==> src/rtl/fb_write_ctrl_pkg.sv <==
// Shared definitions for the frame-buffer write path: FSM encodings, frame geometry
// constants and an elaboration helper for address-space sizing.
package fb_write_ctrl_pkg;

    typedef enum logic [1:0] {
        ST_IDLE    = 2'd0,
        ST_CLEAR   = 2'd1,
        ST_CAPTURE = 2'd2
    } fb_state_e;

    localparam int FB_AW    = 15;
    localparam int FB_DW    = 12;
    localparam int FB_H_RES = 160;
    localparam int FB_V_RES = 120;
    localparam int FB_NPIX  = FB_H_RES * FB_V_RES;

    function automatic bit npix_fits(input int npix, input int aw);
        return npix <= (1 << aw);
    endfunction

endpackage

==> src/rtl/fb_write_ctrl_addr_counter.sv <==
// Linear write pointer: sync clear, enable, terminal-count flag at NPIX-1.
// Clear together with enable restarts the frame and consumes pixel 0 in one cycle.
module fb_addr_counter #(
    parameter int AW   = 15,
    parameter int NPIX = 19200
) (
    input  logic          clk,
    input  logic          reset,
    input  logic          clr,
    input  logic          en,
    output logic [AW-1:0] cnt,
    output logic          tc
);

    localparam logic [AW-1:0] LAST = AW'(NPIX - 1);

    logic [AW-1:0] cnt_q;
    logic [AW-1:0] cnt_d;

    always_comb begin
        cnt_d = cnt_q;
        if (clr) begin
            cnt_d = en ? AW'(1) : '0;
        end else if (en && (cnt_q != LAST)) begin
            // Saturates at the last pixel rather than wrapping.
            cnt_d = cnt_q + AW'(1);
        end
    end

    always_ff @(posedge clk) begin
        if (reset) begin
            cnt_q <= '0;
        end else begin
            cnt_q <= cnt_d;
        end
    end

    assign cnt = cnt_q;
    assign tc  = (cnt_q == LAST);

endmodule

==> src/rtl/fb_write_ctrl.sv <==
// Write-port arbiter for the frame buffer: shares one write port between the camera
// pixel stream and a whole-frame clear engine, generating linear write addresses.
module fb_write_ctrl
    import fb_write_ctrl_pkg::*;
#(
    parameter int AW    = FB_AW,
    parameter int DW    = FB_DW,
    parameter int H_RES = FB_H_RES,
    parameter int V_RES = FB_V_RES
) (
    input  logic          clk,
    input  logic          reset,
    input  logic          capture_en,
    input  logic          cam_frame_start,
    input  logic          cam_px_valid,
    input  logic [DW-1:0] cam_px_data,
    input  logic          clear_req,
    input  logic [DW-1:0] clear_color,
    output logic [AW-1:0] mem_addr,
    output logic [DW-1:0] mem_data,
    output logic          mem_we,
    output logic          busy,
    output logic          frame_done,
    output logic          frame_err,
    output logic          px_drop,
    output logic [1:0]    state_dbg
);

    localparam int NPIX = H_RES * V_RES;

    if (!npix_fits(NPIX, AW)) begin : g_npix_check
        $error("fb_write_ctrl: H_RES*V_RES does not fit in AW address bits");
    end

    fb_state_e     state_q, state_d;
    logic          clr_pend_q, clr_pend_d;
    logic [DW-1:0] clr_color_q, clr_color_d;

    logic [AW-1:0] mem_addr_q, mem_addr_d;
    logic [DW-1:0] mem_data_q, mem_data_d;
    logic          mem_we_q, mem_we_d;
    logic          busy_q, busy_d;
    logic          frame_done_q, frame_done_d;
    logic          frame_err_q, frame_err_d;
    logic          px_drop_q, px_drop_d;

    logic          cnt_clr;
    logic          cnt_en;
    logic [AW-1:0] ptr;
    logic          ptr_tc;

    fb_addr_counter #(
        .AW   (AW),
        .NPIX (NPIX)
    ) u_ptr (
        .clk   (clk),
        .reset (reset),
        .clr   (cnt_clr),
        .en    (cnt_en),
        .cnt   (ptr),
        .tc    (ptr_tc)
    );

    always_ff @(posedge clk) begin
        if (reset) begin
            state_q      <= ST_IDLE;
            clr_pend_q   <= 1'b0;
            clr_color_q  <= '0;
            mem_addr_q   <= '0;
            mem_data_q   <= '0;
            mem_we_q     <= 1'b0;
            busy_q       <= 1'b0;
            frame_done_q <= 1'b0;
            frame_err_q  <= 1'b0;
            px_drop_q    <= 1'b0;
        end else begin
            state_q      <= state_d;
            clr_pend_q   <= clr_pend_d;
            clr_color_q  <= clr_color_d;
            mem_addr_q   <= mem_addr_d;
            mem_data_q   <= mem_data_d;
            mem_we_q     <= mem_we_d;
            busy_q       <= busy_d;
            frame_done_q <= frame_done_d;
            frame_err_q  <= frame_err_d;
            px_drop_q    <= px_drop_d;
        end
    end

    // Clear always wins over the camera in IDLE; a clear requested mid-capture waits.
    always_comb begin
        state_d     = state_q;
        clr_pend_d  = clr_pend_q;
        clr_color_d = clr_color_q;
        case (state_q)
            ST_IDLE: begin
                if (clear_req || clr_pend_q) begin
                    state_d     = ST_CLEAR;
                    clr_pend_d  = 1'b0;
                    clr_color_d = clear_color;
                end else if (capture_en && cam_frame_start) begin
                    state_d = ST_CAPTURE;
                end
            end
            ST_CLEAR: begin
                if (ptr_tc) begin
                    state_d = ST_IDLE;
                end
            end
            ST_CAPTURE: begin
                if (clear_req) begin
                    clr_pend_d = 1'b1;
                end
                if (!cam_frame_start && cam_px_valid && ptr_tc) begin
                    state_d = ST_IDLE;
                end
            end
            default: state_d = ST_IDLE;
        endcase
    end

    always_comb begin
        cnt_clr      = 1'b0;
        cnt_en       = 1'b0;
        mem_we_d     = 1'b0;
        mem_addr_d   = mem_addr_q;
        mem_data_d   = mem_data_q;
        frame_done_d = 1'b0;
        frame_err_d  = 1'b0;
        px_drop_d    = 1'b0;
        case (state_q)
            ST_IDLE: begin
                if (clear_req || clr_pend_q) begin
                    cnt_clr   = 1'b1;
                    px_drop_d = cam_px_valid;
                end else if (capture_en && cam_frame_start) begin
                    cnt_clr = 1'b1;
                    if (cam_px_valid) begin
                        cnt_en     = 1'b1;
                        mem_we_d   = 1'b1;
                        mem_addr_d = '0;
                        mem_data_d = cam_px_data;
                    end
                end else begin
                    px_drop_d = cam_px_valid;
                end
            end
            ST_CLEAR: begin
                cnt_en       = 1'b1;
                mem_we_d     = 1'b1;
                mem_addr_d   = ptr;
                mem_data_d   = clr_color_q;
                frame_done_d = ptr_tc;
                px_drop_d    = cam_px_valid;
            end
            ST_CAPTURE: begin
                if (cam_frame_start) begin
                    // Short frame: restart at address 0, keeping any pixel that arrived with the start.
                    frame_err_d = 1'b1;
                    cnt_clr     = 1'b1;
                    if (cam_px_valid) begin
                        cnt_en     = 1'b1;
                        mem_we_d   = 1'b1;
                        mem_addr_d = '0;
                        mem_data_d = cam_px_data;
                    end
                end else if (cam_px_valid) begin
                    cnt_en       = 1'b1;
                    mem_we_d     = 1'b1;
                    mem_addr_d   = ptr;
                    mem_data_d   = cam_px_data;
                    frame_done_d = ptr_tc;
                end
            end
            default: ;
        endcase
        busy_d = (state_q != ST_IDLE) || (state_d != ST_IDLE);
    end

    assign mem_addr   = mem_addr_q;
    assign mem_data   = mem_data_q;
    assign mem_we     = mem_we_q;
    assign busy       = busy_q;
    assign frame_done = frame_done_q;
    assign frame_err  = frame_err_q;
    assign px_drop    = px_drop_q;
    assign state_dbg  = state_q;

endmodule

==> config.mk <==
export PLATFORM = sky130hd
export DESIGN_NAME = fb_write_ctrl
export DESIGN_NICKNAME = d
export VERILOG_FILES = /design/src/rtl/fb_write_ctrl_pkg.sv /design/src/rtl/fb_write_ctrl_addr_counter.sv /design/src/rtl/fb_write_ctrl.sv
export SDC_FILE = /design/constraint.sdc
export NUM_CORES = 1
export LEC_CHECK = 0
export ABC_CLOCK_PERIOD_IN_PS = 2700
export CAP_MARGIN = 40
export CORE_UTILIZATION = 40
export CTS_CLUSTER_DIAMETER = 60
export DETAILED_ROUTE_END_ITERATION = 12
export GPL_TIMING_DRIVEN = 0
export PLACE_DENSITY_LB_ADDON = 0.2
export SLEW_MARGIN = 20
export SYNTH_ARGS = -nofsm -noshare
export SYNTH_HDL_FRONTEND = slang
export SYNTH_SLANG_ARGS = --single-unit
==> constraint.sdc <==
create_clock -name clk -period 2.7 [get_ports clk]
set_input_delay 0.81 -clock clk [delete_from_list [all_inputs] [get_ports clk]]
set_output_delay 0.81 -clock clk [all_outputs]
set_load 0.02 [all_outputs]
==> results of run 1 <==
==> what timing repair did <==
item | CTS | global route
resized for setup | 0 | 2
hold buffers | 0 | 0
endpoints found under the setup margin | 0 | 20
==> flip-flops by register name, summed over array words and instances (netlist names) <==
| register | cells |
|---|---|
| clr_pend_q | 1 |
| frame_err | 1 |
| frame_done | 1 |
| mem_we | 1 |
| state_dbg | 2 |
| mem_data | 12 |
| mem_addr | 15 |
| busy | 1 |
| px_drop | 1 |
| clr_color_q | 12 |
| u_ptr.cnt | 15 |
==> cells in the mapped netlist (all sizes together) (2+ instances only) <==
cell type / count
a211oi: 12
a21oi: 22
a22oi: 15
and2: 3
and3: 5
and4: 3
buf: 5
clkbuf: 13
dfxtp: 62
ha: 5
inv: 6
mux2i: 13
nand2: 29
nand3: 2
nand4: 3
nor2: 44
nor3: 4
nor3b: 2
o2111ai: 5
o211ai: 4
o21ai: 13
or3: 5
xor2: 9
==> power by group through the flow <==
| stage | Clock, uW | Combinational, uW | Sequential [uW] |
|---|---|---|---|
| CTS | 906 | 417 | 993 |
| detailed placement | 0 | 414 | 1010 |
| finish | 889 | 417 | 993 |
| global placement | 0 | 410 | 1010 |
| global route | 954 | 453 | 999 |
| floorplan | 0 | 211 | 1050 |
==> critical path, cell delays in order <==
cell and delay (ns):
clkdlybuf4s50_1 0.49, nand2_1 0.13, o31a_4 0.35, or3_1 0.36, clkbuf_1 0.19, buf_2 0.22, a22oi_1 0.15, nor2_1 0.07
==> path summary, 6_finish.rpt <==
kind	from	to	depth (start not counted)	slack, ns
worst max-delay path	capture_en	mem_addr[5]	8	0.14
worst min register to register	clr_color_q[2]	clr_color_q[2]	2	0.45
worst max register to register	state_dbg[1]	mem_addr[5]	8	0.42
worst min-delay path	clr_color_q[2]	clr_color_q[2]	2	0.45
==> area by class of cell <==
cell class	count	area share
Buffer	18	0.0228
Clock buffer	10	0.0353
Clock inverter	6	0.0239
Inverter	6	0.00623
Multi-Input combinational cell	210	0.369
Sequential cell	62	0.343
Tap cell	77	0.0267
Timing Repair Buffer	62	0.172
==> metal layers <==
layer | up-vias | GRT usage | part of all wire
li1 | 1211 | - | -
met5 | - | 0 | 0
met4 | 0 | 0.102 | 0.019
met2 | 61 | 0.307 | 0.46
met3 | 11 | 0.0415 | 0.049
met1 | 1142 | 0.239 | 0.47
==> per-stage QoR <==
step                hold WS, ns  TNS (ns)  worst slack (ns)
finish                    0.455         0             0.135
global route              0.469         0            0.0158
CTS                       0.458         0            0.0224
detailed placement        0.449     -7.39            -0.338
global placement          0.443     -7.47            -0.334
floorplan                 0.436         0             0.486
==> logic make-up after synthesis <==
| family | after synthesis | share of synthesized area |
|---|---|---|
| adders and majority gates | 5 | 0.0234 |
| AOI/OAI and AO/OA | 77 | 0.195 |
| xor gates and xnor gates | 9 | 0.0295 |
| buffers and inverters | 24 | 0.0393 |
| DFF | 62 | 0.464 |
| and+or+nand+nor | 106 | 0.200 |
| muxes | 13 | 0.0487 |
==> summary.log, run 1 <==
INFO  outcome        outcome=complete, no violations
INFO  power_and_ir_drop design_power_total=2300uW
INFO  clocking       cts-root-to-sink-buffers=2
INFO  power_and_ir_drop netSwitchingPower=629uW
INFO  clocking       cts_tree=done
INFO  finish         final-seq-area=1240um^2
INFO  hold_path      classification_of_the_worst_slack_hold_path=flip-flop to flip-flop
INFO  global_route   number_of_antenna_violations_at_the_first_check_in_global_routing=0
INFO  global_route   grt_max_degree=12
INFO  finish         area_growth=35.2%
INFO  synth          synth_edf_count=0
INFO  floorplan      die_h=83.8um
INFO  floorplan      std_cell_rows=29
INFO  clocking       cts_htree_levels=3
INFO  floorplan      die-area=7020um^2
INFO  floorplan      die-width=83.8um
INFO  power_and_ir_drop p_sw_frac=0.274
INFO  drt            wire_per_inst=14.2um
INFO  power_and_ir_drop seqPwrFrac=0.432
INFO  drt            ant_nets=0
INFO  synth          yosys-top-cells-area=dfxtp_1, nor2_1, mux2i_1, a22oi_1, a21oi_1
INFO  place          detailed_place_hpwl=4.57mm
INFO  finish         finish.net_count=404
INFO  floorplan      io-pin-count=64
INFO  synth          flip_flop_cell_with_the_highest_count_after_synthesis=dfxtp_1
INFO  clocking       cts_made_buffers=9
INFO  clocking       tritoncts_num_sinks=62
INFO  synth          postSynthAreaPerCell=9.03um^2
INFO  synth          ys_types=41
INFO  power_and_ir_drop share_clk_of_total_power=0.387
INFO  critical_path  setup.worst_path.end_class=flip-flop
INFO  timing         setup_repair_after_global_routing_missed_its_margin=no
INFO  global_route   grt_overflow_total=0
INFO  drt            firstDrtPassIters=4
INFO  clocking       root_cell_of_the_clock_tree=clkbuf_8
INFO  synth          synth-async-reset-ratio=0
INFO  global_route   first_pass_grt_wire_length=10.7mm
INFO  power_and_ir_drop worst_ir_drop_vdd=0.400mV
INFO  finish         design_area=3610um^2
INFO  timing         final-setup-viol-count=0
INFO  finish         fillCellCount=585
INFO  timing         maxSlewViolCount=0
INFO  place          globalplace.congestion=0.784
INFO  timing         hold_viol_final=0
INFO  synth          mappedNetlistArea=2670um^2
INFO  finish         finalCoreUtilization=0.566
INFO  critical_path  startpoint_kind_of_the_worst_setup_timing_path=primary input
INFO  floorplan      core_region=6390um^2
INFO  timing         max_freq=390MHz
INFO  timing         finClkSkew=0.00684ns
INFO  power_and_ir_drop power_report.internal_total=1670uW
INFO  synth          synth_warnings=0
INFO  drt            route.final.wire_length=6.40mm
INFO  power_and_ir_drop pwr_density_cell=636nW/um^2
INFO  timing         layout_min_cycle_time=2.56ns
INFO  synth          syn-num-nets=331
INFO  synth          netlist_instances=296
INFO  critical_path  timing.critical_path.arrival=2.77ns
INFO  synth          fraction_of_synthesized_cell_area_taken_by_the_top_area_cell_type=0.464
INFO  drt            detailedRoute.firstIterationViolations=130
INFO  critical_path  worst-endpoint-required=2.91ns
INFO  synth          synth_sequential_area_ratio=0.464
INFO  critical_path  setup.worst_path.class=primary input to flip-flop
INFO  finish         area_taken_by_multi_input_logic_gates=1340um^2
INFO  global_route   first_global_vias=2330
INFO  finish         final_common_cell=dfxtp_1
INFO  finish         share_of_post_route_cells_with_drive_strength_above_1=0.0802
INFO  finish         layoutNonFillerInstCount=451
INFO  drt            viasPerCell=5.38
INFO  clocking       cts_post_setup_buffers_inserted=0
INFO  drt            detailroute.via_count=2425
INFO  critical_path  timing.critical_path.fanout_max=10
INFO  synth          post-synth-top-area-cell=dfxtp_1
INFO  power_and_ir_drop leak_pwr=0.00131uW
INFO  run            timing.max_cap.violations=0
INFO  finish         final_cell_mix=dfxtp_1, clkdlybuf4s50_1, nor2_1, nand2_1, a21oi_1
INFO  finish         antenna_cells=0
INFO  drt            drc_errors=0
INFO  floorplan      initial_core_utilization=0.419
INFO  power_and_ir_drop combPwrFrac=0.181
INFO  synth          postSynthRegisterBits=62
INFO  timing         maxSlewHeadroom=0.550
INFO  place          place_inst=435
INFO  place          place.port_buffers=62
INFO  place          place_area=3390um^2
INFO  timing         worst_slew_pin_slew=0.675ns
INFO  timing         timing.final.crit_share=0.950
INFO  clocking       clock_pin_slew_on_the_worst_setup_and_hold_paths=0.07ns
INFO  clocking       insertion_delay=0.34ns
INFO  global_route   gr-usage-all-layers=0.191
Note: power is estimated with default switching activity, not from simulation.
==> run 2, diff against run 1 <==
--- a/config.mk
+++ b/config.mk
@@ -11,7 +11,7 @@
 export CTS_CLUSTER_DIAMETER = 60
 export DETAILED_ROUTE_END_ITERATION = 12
 export GPL_TIMING_DRIVEN = 0
-export PLACE_DENSITY_LB_ADDON = 0.2
+export PLACE_DENSITY = 0.77
 export SLEW_MARGIN = 20
 export SYNTH_ARGS = -nofsm -noshare
 export SYNTH_HDL_FRONTEND = slang
==> run 2 against run 1 <==
  * Non-clock buffer count stayed put
  * Critical path depth stayed put
  * Global-route usage is 0.84 points higher
  * Combinational power hardly changed
==> summary.log, run 2 (synthesis gave the netlist of run 1 again) <==
INFO  critical_path  timing.critical_path.arrival=2.80ns
INFO  drt            wire_per_inst=14.7um
INFO  finish         final_cell_mix=dfxtp_1, clkdlybuf4s50_1, nor2_1, nand2_1, a21oi_1
INFO  hold_path      hold_start=clr_color_q[3]
INFO  drt            route.final.wire_length=6.63mm
INFO  global_route   first_global_vias=2323
INFO  critical_path  ff2ff_path_depth=9
INFO  clocking       cts-root-to-sink-buffers=2
INFO  clocking       insertion_delay=0.35ns
INFO  critical_path  worst-endpoint-required=2.93ns
INFO  clocking       tritoncts_num_sinks=62
INFO  timing         maxSlewViolCount=0
INFO  floorplan      std_cell_rows=29
INFO  timing         worst_slew_pin_slew=0.702ns
INFO  place          place.port_buffers=62
INFO  critical_path  critical_path.n_buffers_inverters=3
INFO  power_and_ir_drop design_power_total=2220uW
INFO  critical_path  cpMaxStageDelayCell=clkdlybuf4s50_1
INFO  run            timing.max_cap.violations=0
INFO  floorplan      core_region=6390um^2
INFO  floorplan      die-width=83.8um
INFO  floorplan      io-pin-count=64
INFO  finish         share_of_post_route_cells_with_drive_strength_above_1=0.0777
INFO  timing         final-setup-viol-count=0
INFO  floorplan      die_h=83.8um
INFO  place          detailed_place_hpwl=4.71mm
INFO  floorplan      die-area=7020um^2
INFO  finish         area_growth=34.1%
INFO  critical_path  critical-path-top-delay-family=buffers and inverters
INFO  global_route   grt_max_degree=11
INFO  timing         totalNegativeSetupSlack=0ns
INFO  global_route   grt_overflow_total=0
INFO  critical_path  startpoint_kind_of_the_worst_setup_timing_path=primary input
INFO  global_route   gr-usage-all-layers=0.199
INFO  timing         layout_min_cycle_time=2.57ns
INFO  drt            firstDrtPassIters=4
INFO  global_route   number_of_antenna_violations_at_the_first_check_in_global_routing=0
INFO  drt            detailroute.via_count=2450
INFO  global_route   first_pass_grt_wire_length=11.0mm
INFO  drt            viasPerCell=5.44
INFO  finish         antenna_cells=0
INFO  power_and_ir_drop worst_ir_drop_vdd=0.454mV
INFO  drt            drc_errors=0
INFO  outcome        outcome=complete, no violations
INFO  timing         setup_repair_after_global_routing_missed_its_margin=no
INFO  place          place_area=3390um^2
INFO  critical_path  timing.critical_path.slowest_cell_delay=0.49ns
INFO  critical_path  r2r-start=state_dbg[0]
INFO  place          globalplace.congestion=0.849
INFO  timing         timing.final.crit_share=0.952
INFO  power_and_ir_drop pwr_density_cell=618nW/um^2
INFO  finish         fillCellCount=564
INFO  clocking       cts_hold_repair.buffers=0
INFO  hold_path      hold_depth=2
INFO  timing         finClkSkew=0.0102ns
INFO  drt            detailedRoute.firstIterationViolations=80
INFO  timing         hold_viol_final=0
INFO  power_and_ir_drop leak_pwr=0.00129uW
INFO  finish         finish.net_count=404
INFO  critical_path  setup.worst_path.end_class=flip-flop
INFO  critical_path  crit_chain=clkdlybuf4s50_1 > nand2_1 > o31a_4 > or3_1 > clkbuf_1 > buf_2 > a22oi_1 > nor2_1
INFO  critical_path  critical_path_cell_count=8
INFO  clocking       cts_htree_levels=3
INFO  critical_path  setup.worst_path.start=capture_en
INFO  hold_path      classification_of_the_worst_slack_hold_path=flip-flop to flip-flop
INFO  finish         layoutNonFillerInstCount=450
INFO  clocking       root_cell_of_the_clock_tree=clkbuf_8
INFO  finish         final_common_cell=dfxtp_1
INFO  drt            ant_nets=0
INFO  clocking       clock_pin_slew_on_the_worst_setup_and_hold_paths=0.07ns
INFO  finish         design_area=3590um^2
INFO  clocking       cts_tree=done
INFO  place          place_inst=435
INFO  critical_path  setup.worst_path.class=primary input to flip-flop
INFO  timing         maxSlewHeadroom=0.532
INFO  clocking       cts_made_buffers=9
INFO  timing         max_freq=389MHz
INFO  floorplan      initial_core_utilization=0.419
INFO  critical_path  timing.critical_path.fanout_max=10
## run 2: layer usage
layer | up-vias | track usage | share of wire
met4 | 0 | 0.0955 | 0.023
met3 | 15 | 0.0574 | 0.055
li1 | 1201 | - | -
met1 | 1165 | 0.250 | 0.45
met5 | - | 0 | 0
met2 | 69 | 0.314 | 0.47
## run 2: cell type report
| type | count | area (um^2) | area share |
|---|---|---|---|
| plain buffers | 18 | 82.6 | 0.0230 |
| clock buffers | 11 | 141 | 0.0394 |
| multi-input cells | 210 | 1340 | 0.372 |
| clock inverters | 4 | 47.5 | 0.0133 |
| repair buffers | 62 | 619 | 0.173 |
| flip-flops and latches | 62 | 1240 | 0.346 |
| inverters | 6 | 22.5 | 0.00628 |
| well taps | 77 | 96.3 | 0.0269 |
## run 2: path summary, 6_finish.rpt
check,slack (ns),to
min,0.46,clr_color_q[3]
max reg2reg,0.43,mem_addr[6]
max,0.13,mem_addr[4]
min reg2reg,0.46,clr_color_q[3]
## run 2: repair_timing
| item | in CTS | in global routing |
|---|---|---|
| setup buffers | 0 | 0 |
| setup endpoints to repair | 11 | 4 |
| pin swaps | 0 | 0 |
| resized for setup | 1 | 1 |
| hold endpoints to repair | 0 | 0 |
## run 2: power breakdown
| part | total, uW | switching [uW] | internal [uW] |
|---|---|---|---|
| logic | 418 | 233 | 186 |
| registers | 993 | 28.0 | 965 |
| clock network | 804 | 361 | 443 |
| total | 2220 | 622 | 1590 |
## run 2: worst register-to-register path, delay by kind of cell (launching register included)
kind	cells	cell delay, ns
buffers and inverters	3	0.75
and+or+nand+nor	3	0.74
DFF	1	0.36
AOI/OAI and AO/OA	2	0.20
adders and majority gates	1	0.17
## run 2: metrics by stage
stage	hold slack, ns	util	worst slack [ns]
5_1_grt	0.477	0.562	0.0272
6_report	0.456	0.562	0.129
3_3_place_gp	0.443	0.531	-0.308
4_1_cts	0.457	0.560	0.0799
2_1_floorplan	0.436	-	0.486
3_5_place_dp	0.448	0.531	-0.399
==> RTL edit (config.mk and constraints of run 1) <==
Reset style: asynchronous (`reset`), changed in 2 clocked blocks.
--- a/src/rtl/fb_write_ctrl_addr_counter.sv
+++ b/src/rtl/fb_write_ctrl_addr_counter.sv
@@ -28,5 +28,5 @@
     end
 
-    always_ff @(posedge clk) begin
+    always_ff @(posedge clk or posedge reset) begin
         if (reset) begin
             cnt_q <= '0;
--- a/src/rtl/fb_write_ctrl.sv
+++ b/src/rtl/fb_write_ctrl.sv
@@ -62,5 +62,5 @@
     );
 
-    always_ff @(posedge clk) begin
+    always_ff @(posedge clk or posedge reset) begin
         if (reset) begin
             state_q      <= ST_IDLE;
Formal check against the unedited RTL: differs if reset is asserted again (counterexample within 4 cycles, from zero or initial values and one cycle with reset high); with reset held inactive, the same outputs for 10 cycles.
==> RTL edit against run 1 <==
  * Critical path depth down 3
  * Cell count down 4.4%
  * Final area up 7.4%
  * Synthesized area up 8.5%
  * Routed wire length up 6.7%
  * Register-to-register slack worse by 20 ps
  * Die area up 8.3%
  * Clock skew up 3.8 ps
  * First-iteration DRC count down 0.77%
  * Hold slack better by 49 ps
  * Sequential cell count unchanged
  * Setup slack better by 36 ps
Power is not compared: it rests on default switching activity, and its combinational part moved more than twofold at a synthesized area within 25%.
==> RTL edit: results (changes against run 1) <==
[outcome]
status = finished, final reports clean

[placed_design]
place_area_sq_mm = 0.00368  ; +8.6%
hpwl_um = 4720  ; +3.3%
preCtsSetupSlack_ps = -162  ; +176 ps
placedCellCount = 415  ; -4.6%
port_buffers = 63  ; +1.6%
gp_congestion = 0.804  ; +2.6%

[global_route]
met2_usage_pct = 30.9  ; +0.11 points
met3_usage_pct = 4.74  ; +0.59 points
grt_util_met1_pct = 26.6  ; +2.7 points
grt_pass1_vias = 2363  ; +1.4%
grt_antenna_before_repair = 0  ; unchanged
grt_max_degree = 57  ; +45
track_usage_pct = 20.1  ; +1.0 points
grt_pass1_wl_um = 11500  ; +7.5%

[timing]
finClkSkew_ps = 10.6  ; +3.78 ps
slew_headroom_pct = 55.7  ; +0.64 points
hold_slack_ps = 504  ; +49.2 ps

[finish]
fillers = 616  ; +5.3%
nNetsFinal = 365  ; -9.7%
drive_above_1_share_pct = 13.1  ; +5.1 points

[worst_setup_path]
reg2regPathDepth = 9  ; +1
regToRegEndpoint = u_ptr.cnt[1]
arrival_ps = 2750  ; -20 ps
timing.rr.start = state_dbg[1]
path_max_fanout = 10  ; unchanged
reg2reg_slack_ps = 400  ; -20 ps

[detailed_routing]
wl_per_cell_um = 15.8  ; +12%
routed_wl_um = 6830  ; +6.7%
top_layer = met4
dr.pass1.iters = 4  ; unchanged
wl_met3_um = 301  ; -4.7%
wl_met2_um = 3180  ; +8.1%
met1_length_um = 3200  ; +6.1%
dr.first_iter.drc_count = 129  ; -0.77%
vias = 2334  ; -3.8%

[logic_synthesis]
synth_common_cells = dfrtp_1, a21oi_1, nor2_1
ys_seq_area_share_pct = 53.5  ; +7.1 points
postSynthAreaPerCell_sq_um = 11.4  ; +26%
synth_area_leaders = dfrtp_1, a21oi_1, mux2_2
synth_cell_types = 37  ; -9.8%
syn-num-nets = 290  ; -12%
synthArstFlopShare_pct = 100  ; +100 points
yosys_warnings = 0  ; unchanged

[power]
powerSeq_uw = 1330
p_int_uw = 2300

[clocking]
h-tree-depth = 3  ; unchanged
cts-root-buf = clkbuf_8
clockBufferDepth = 2  ; unchanged
cts_buffers = 9  ; unchanged

[worst_hold_path]
min_delay_worst_endpoint = mem_addr[13]
min_from = mem_addr[13]
min_path_cells = 1  ; -1

## RTL edit: cell types whose count changed after synthesis, sizes merged, moves of 11 or more
cell    before  now
a22o         0   15
nand2       29    5
a21oi       22   34
nor2        44   17
mux2         0   12
dfrtp        0   62
a211oi      12    1
o31ai        0   12
or4          0   12
dfxtp       62    0
a22oi       15    2
## RTL edit: cell families (layout without fill, tap and decap cells)
group | Yosys count | after routing | synth area share (%)
AOI/OAI and AO/OA | 81 | 81 | 18.9
DFF | 62 | 62 | 53.5
and+or+nand+nor | 61 | 61 | 12.9
muxes | 24 | 24 | 8.80
buffers and inverters | 22 | 102 | 3.84
adders and majority gates | 5 | 5 | 2.16
## RTL edit: worst max-delay path, stage by stage
cell,delay [ps]
clkdlybuf4s50_1,620
nand4bb_1,220
a221oi_2,490
clkbuf_1,470
a21oi_1,140
## RTL edit: repair_timing
item                       CTS  global route
setup endpoints to repair    0             2
buffers inserted             0             0
gates resized for setup      0             2
## RTL edit: final cells by class
| type | instances | area, sq um | share of cell area (%) |
|---|---|---|---|
| timing repair buffer | 64 | 658 | 17.0 |
| multi-input combinational | 171 | 1240 | 31.9 |
| tap | 96 | 120 | 3.09 |
| buffer | 14 | 82.6 | 2.13 |
| clock buffer | 9 | 124 | 3.19 |
| clock inverter | 7 | 75.1 | 1.93 |
| inverter | 8 | 32.5 | 0.838 |
| sequential | 62 | 1550 | 40.0 |
## RTL edit: worst max path at each step
stage                          startpoint     endpoint  slack, ps  cells after the start
after floorplan                     reset         busy        350                      1
final                     cam_frame_start  mem_data[9]        170                      5
after CTS                 cam_frame_start  mem_data[1]        200                      6
after global routing      cam_frame_start  mem_data[2]         20                      5
after detailed placement  cam_frame_start  mem_data[1]       -160                      6
after global placement              reset   clr_pend_q       -770                      2
